--- src/rtl/rob_pkg.sv ---
// rob_pkg: ROB geometry and recovery FSM state encoding shared by the recovery controller.
package rob_pkg;
  localparam int ROB_IDX_W = 6;
  localparam int PR_W = 6;
  localparam int ROB_DEPTH = 64;
  typedef enum logic [1:0] {IDLE, WALK, DONE} rec_state_e;
endpackage

--- src/rtl/rob_recovery_ctrl.sv ---
// rob_recovery_ctrl: walks the ROB from tail-1 back to the mispredicted branch, returning PRs to the free list.
// Optional RECOVERY_PERF_EN adds saturating recovery-count and walk-cycle performance counters.
module rob_recovery_ctrl
  import rob_pkg::*;
(
  input  logic                 clk,
  input  logic                 rst,
  input  logic                 mispredict,
  input  logic [ROB_IDX_W-1:0] mispred_rob_idx,
  input  logic [ROB_IDX_W-1:0] rob_tail,
  input  logic                 hazard_stall,
  output logic [ROB_IDX_W-1:0] rob_rd_idx,
  input  logic [PR_W-1:0]      rob_rd_pr_new,
  input  logic                 rob_rd_regdest,
  output logic                 recover,
  output logic [PR_W-1:0]      PR_new_flush,
  output logic                 RegDest_ROB,
  output logic                 decode_stall,
  output logic                 retire_block,
  output logic [ROB_IDX_W-1:0] rob_tail_restore,
  output logic                 rob_tail_restore_valid,
  output logic                 busy,
  output logic                 recover_done,
  output logic [15:0]          perf_recover_count,
  output logic [31:0]          perf_walk_cycles
);
  rec_state_e state, state_n;
  logic [ROB_IDX_W-1:0] cursor, cursor_n, target, target_n;
  logic accept, walk, done;
  always_ff @(posedge clk) begin
    if (rst) begin
      state  <= IDLE;
      cursor <= '0;
      target <= '0;
    end else begin
      state  <= state_n;
      cursor <= cursor_n;
      target <= target_n;
    end
  end
  // The youngest entry sits at tail-1; the walk stops after undoing target = branch+1.
  always_comb begin
    accept   = mispredict && state == IDLE;
    state_n  = state;
    cursor_n = cursor;
    target_n = target;
    if (accept) begin
      target_n = mispred_rob_idx + 6'd1;
      cursor_n = rob_tail - 6'd1;
      state_n  = rob_tail != target_n ? WALK : DONE;
    end else if (state == WALK && !hazard_stall) begin
      state_n  = cursor == target ? DONE : WALK;
      cursor_n = cursor == target ? cursor : cursor - 6'd1;
    end else if (state == DONE) begin
      state_n = IDLE;
    end
  end
  assign walk                   = state == WALK;
  assign done                   = state == DONE;
  assign busy                   = state != IDLE;
  assign decode_stall           = accept | busy;
  assign retire_block           = busy;
  assign rob_rd_idx             = cursor;
  assign recover                = walk;
  assign PR_new_flush           = walk ? rob_rd_pr_new : '0;
  assign RegDest_ROB            = walk & rob_rd_regdest;
  assign rob_tail_restore_valid = done;
  assign recover_done           = done;
  assign rob_tail_restore       = done ? target : '0;
`ifdef RECOVERY_PERF_EN
  always_ff @(posedge clk) begin
    if (rst) begin
      perf_recover_count <= '0;
      perf_walk_cycles   <= '0;
    end else begin
      if (accept && !(&perf_recover_count)) perf_recover_count <= perf_recover_count + 16'd1;
      if (walk && !(&perf_walk_cycles)) perf_walk_cycles <= perf_walk_cycles + 32'd1;
    end
  end
`else
  assign perf_recover_count = '0;
  assign perf_walk_cycles   = '0;
`endif
endmodule

--- config.mk ---
export PLATFORM = sky130hd
export DESIGN_NAME = rob_recovery_ctrl
export DESIGN_NICKNAME = d
export VERILOG_FILES = /design/src/rtl/rob_pkg.sv /design/src/rtl/rob_recovery_ctrl.sv
export SDC_FILE = /design/constraint.sdc
export NUM_CORES = 1
export LEC_CHECK = 0
export CAP_MARGIN = 0
export CORE_ASPECT_RATIO = 0.8
export CORE_MARGIN = 5
export CORE_UTILIZATION = 30
export CTS_CLUSTER_SIZE = 14
export DETAILED_ROUTE_END_ITERATION = 12
export GPL_TIMING_DRIVEN = 0
export MAX_ROUTING_LAYER = met4
export PLACE_DENSITY = 0.69
export REMOVE_ABC_BUFFERS = 1
export SLEW_MARGIN = 40
export SYNTH_ARGS = -nofsm -noshare
export SYNTH_HDL_FRONTEND = slang
export SYNTH_SLANG_ARGS = --single-unit
--- constraint.sdc ---
create_clock -name clk -period 2.56 [get_ports clk]
set_input_delay 0.512 -clock clk [delete_from_list [all_inputs] [get_ports clk]]
set_output_delay 0.512 -clock clk [all_outputs]
set_load 0.02 [all_outputs]
Word level (Yosys, flattened, before mapping)
Cells that the tools add are included.

word-level totals
  input bits = 23
  logic and storage cells = 31
  register bits after elaboration = 14
  output and inout bits = 73

operators by class
  reduce and logical (&&, ||, !) cells = 8
  bitwise logic cells = 2
  muxes and demuxes = 10
  equality and inequality tests = 5
  $add $sub $neg = 3

operator list
  operator                                          count
  2-to-1 mux 6 bit                                  5
  subtractor 6 x 1 -> 6 bit, second input constant  2
  2-to-1 mux 2 bit                                  5
  adder 6 x 1 -> 6 bit, second input constant       1
  == test 6 bit                                     1
  != test 6 bit                                     1
  nonzero test 2 bit                                2
  nonzero test 3 bit                                1
  == test 2 x 1 -> 1 bit, second input constant     1
  == test 2 bit, second input constant              1
  logical AND 1 bit                                 2
  logical NOT 2 bit                                 1
  != test 2 bit, second input constant              1
  AND reduction 2 bit                               1
  AND 1 bit                                         1
  logical NOT 1 bit                                 1
  OR 1 bit                                          1

Logic depth before layout (Yosys ltp)
  depth in word-level cells = 4
  depth in mapped cells = 9
  depth with buffers taken out = 7

Worst setup path after synthesis
Ideal clock, no wire load.

  path kind = input to register
  from = in mispredict
  to = reg cursor[4], in the netlist rob_rd_idx[4]
  path slack = 309 ps
  arrival time = 2137 ps
  required time = 2446 ps
  buffers on the path = 1
  stages = 8
  setup time = 114 ps
  path through = nor3b_4 > clkbuf_1 > mux2i_1 > ha_1 > nand3_1 > a21oi_1 > nor3_1 > a2111oi_0

on the way
  cells in the longest elaborated chain, start to end = 3
  elaborated cells on any way between the ends = 5
  those cells by class = eq/ne: 1; mux: 1; reduce/logical: 3

RTL lines
  what                                                                         line                     RTL
  start, declared                                                              rob_recovery_ctrl.sv:8   input logic mispredict,
  logical AND 1 bit *                                                          rob_recovery_ctrl.sv:43  accept = mispredict && state == IDLE;
  != test 2 bit (no source line) / nonzero test 2 bit (equally long branches)  n/a
  AND reduction 2 bit (no source line)                                         n/a
  end signal, assigned                                                         rob_recovery_ctrl.sv:37  cursor <= cursor_n;
  end, declared                                                                rob_recovery_ctrl.sv:28  logic [ROB_IDX_W-1:0] cursor, cursor_n, target, target_n;

Mark *: on every way between the ends. The rest lies on a longest branch, timed or not.
A chain may end at the register's enable or synchronous reset.

Final worst setup path
  from = reg state[0]
  to = out PR_new_flush[5]

on the way
  cells in the longest elaborated chain, start to end = 2

RTL lines
  what                    line                     RTL
  start, declared         rob_recovery_ctrl.sv:27  rec_state_e state, state_n;
  start signal, assigned  rob_recovery_ctrl.sv:36  state <= state_n;
  == test 2 x 1 -> 1 bit  rob_recovery_ctrl.sv:58  assign walk = state == WALK;
  2-to-1 mux 6 bit        rob_recovery_ctrl.sv:65  assign PR_new_flush = walk ? rob_rd_pr_new : '0;
  end, declared           rob_recovery_ctrl.sv:16  output logic [PR_W-1:0] PR_new_flush,

No other way between the ends.

==> reports/metrics.yaml <==
hold_viol_final: 0
path_cells: "nor2b_2 -> and2_1 -> clkdlybuf4s50_1"
seq_power_share_pct: 26.3
reg2regPathDepth: 7
grt-ovfl-total: 0
avgSynthCellArea_um2: 8.18
fp.dieArea_um2: 6360
synth_compound_gate_area_share_pct: 11.3
cts_root_buffer: "clkbuf_8"
fillers: 483
synthSimpleGateAreaFrac_pct: 21.6
grt_pass1_wl_um: 4890
fin_nets: 249
via_per_inst: 4.11
cap_violations: 0
ant_nets: 0
vias: 1160
hold_class: "register to register"
seqCellArea_um2: 280
routed_wl_um: 3380
place_hpwl_um: 2860
comb_power_share_pct: 61.0
switching_share_pct: 45.8
crit_type: "register to output port"
startpoint_type: "register"
power_leakage_nw: 0.765
power_frac_clock_pct: 12.7
synth_cell_types: 33
drt_iter0_drc: 34
htreeDepth: 1
synthCells: 178
cp.arrival_ps: 1890
antenna_found_initial: 0
internal_power_w: 0.000763
clkLatencyLatePin_ps: 240
row_count: 22
endpoint_kind: "output port"
postLayoutCoreUtil_pct: 39.6
diodes: 0
muxShareOfSynthArea_pct: 2.06
crit_path_end: "PR_new_flush[5]"
ys_top_cells_by_area: "buf_4, dfxtp_1, xor2_1"
track_usage_pct: 9.98
layout_commonest_cell: "conb_1"
most-common-layout-cells: "conb_1, clkdlybuf4s50_1, nor2_1"
cp.required_ps: 2050
max-vdd-ir-drop_mv: 0.354
p_per_area_nw_per_um2: 765
die_y_um: 72.3
drive_gt1_share_pct: 6.76
timing.rr.end: "rob_rd_idx[4]$_SDFFE_PP0P_"
power.switching_w: 0.000645
cts_buffer_depth: 2
crit_path_max_fanout: 9
rsz0062_at_grt: "false"
synth_area_um2: 1460
min_period_ps: 2400
drc_errors: 0
slew_headroom_pct: 64.0
synth-edff-count: 0
setup_violations: 0
numCtsBuffers: 3
path_delay_family: "buffers and inverters"
slew_violations: 0
startpoint: "state[0]$_SDFFE_PP0P_"
setup_tns_ps: 0
multi_input_area_um2: 955
portBuffers: 47
ioPinCount: 96
gp_congestion: 0.855
synth_top_area_share_pct: 26.3
worstReg2RegStart: "state[0]$_SDFFE_PP0P_"
synthAdderAreaFrac_pct: 1.72
clock-sinks: 14
dr.pass1.iters: 4
wire_per_inst_um: 12.0
hp-start: "target[1]$_SDFFE_PP0N_"
finalCritPeriodShare_pct: 93.9
synth-xor-area-share_pct: 15.4
ys_warn_count: 0
grt_max_degree: 15
tightest_slew_ps: 539
ys_async_sr_fraction_pct: 0
die_w_um: 87.9
area_delta_synth_final_pct: 26.4
clk_pin_slew_ps: 50
rrSetupSlack_ps: 520
core_um2: 4650
path_buf_inv: 1
status: "finished clean"
worst-path-stages: 3
ys_seq_area_share_pct: 19.2
synth_top_cell_by_area: "buf_4"
first_global_vias: 1032
timing.fmax_mhz: 416
slowest_delay_ps: 600
holdBufCountCts: 0
synth_top_family_by_area: "buffers and inverters"
start_util_pct: 31.3
synth_flop_cell: "dfxtp_1"
fin_skew_ps: 3.34
yosys_register_bits: 14
cts_tree: "done"
slowest_stage: "clkdlybuf4s50_1"
## worst min-delay path by stage
stage                     slack (ps)                     end  cells after the start
final                            490  target[1]$_SDFFE_PP0N_                      2
after global routing             530  target[1]$_SDFFE_PP0N_                      2
after CTS                        490  target[1]$_SDFFE_PP0N_                      2
after detailed placement         490  target[1]$_SDFFE_PP0N_                      2
after global placement           470  target[1]$_SDFFE_PP0N_                      2
after floorplan                  450  target[1]$_SDFFE_PP0N_                      2
## registers in the layout, indices dropped and copies added (netlist names)
register    count
rob_rd_idx      6
target          6
state           2
## area by class of cell
cell class                      instances  share of cell area (%)
Clock buffer                            3                    2.24
Timing Repair Buffer                   49                    26.4
Tap cell                               60                    4.08
Multi-Input combinational cell        155                    51.9
Inverter                                1                   0.204
Sequential cell                        14                    15.2
## stage by stage
| stage | power, W | hold WS (ps) | setup slack (ps) | area, µm² | cells |
|---|---|---|---|---|---|
| global placement | 0.00119 | 472 | -483 | 1770 | 277 |
| floorplan | 0.000896 | 450 | 372 | 1220 | 170 |
| detailed placement | 0.00120 | 486 | -486 | 1770 | 277 |
| global route | 0.00150 | 531 | 18.9 | 1840 | 282 |
| finish | 0.00141 | 486 | 155 | 1840 | 282 |
| CTS | 0.00140 | 493 | 89.8 | 1830 | 282 |
## cell families (layout without fill, tap and decap cells)
family / after synthesis / count (layout)
and+or+nand+nor: 57 / 57
buffers and inverters: 56 / 53
xor gates and xnor gates: 24 / 24
AOI/OAI and AO/OA: 21 / 21
DFF: 14 / 14
muxes: 3 / 3
adders and majority gates: 2 / 2
other: 1 / 48
## cells in the mapped netlist, drive strengths merged, types with 2 or more instances
library cell,count
buf,52
nor2,19
dfxtp,14
and2,13
xor2,13
xnor2,10
a211oi,8
nand2,7
a21oi,5
nand3,5
nor3,4
a2111oi,3
mux2i,3
nor2b,3
clkbuf,2
ha,2
nor3b,2
nor4,2
or3,2
## layer usage
layer | track usage (%) | wire (µm) | vias to the layer above
li1 | - | - | 583
met1 | 12.5 | 1430 | 538
met2 | 16.5 | 1730 | 37
met3 | 2.04 | 201 | 2
met4 | 2.21 | 23 | 0
met5 | - | 0 | -
## worst reg2reg max path, delay by kind of cell (launching register included)
kind / cells / cell delay (ps)
AO/OA/AOI/OAI: 2 / 480
adder cells (fa/ha/maj): 1 / 250
flip-flops: 1 / 420
multiplexers: 1 / 290
AND/OR/NAND/NOR: 3 / 490
## power by group through the flow
stage / clock, W / sequential (W) / combinational (W)
floorplan: 0 / 0.000386 / 0.000510
global placement: 0 / 0.000366 / 0.000819
detailed placement: 0 / 0.000369 / 0.000830
CTS: 0.000185 / 0.000365 / 0.000849
global route: 0.000189 / 0.000381 / 0.000933
finish: 0.000178 / 0.000371 / 0.000858
## timing repair
action / 4_1_cts / 5_1_grt
endpoints found under the hold margin: 0 / 0
buffers inserted: 2 / 0
gates resized for setup: 1 / 4
setup endpoints to repair: 8 / 8
(Power assumes the default switching activity.)
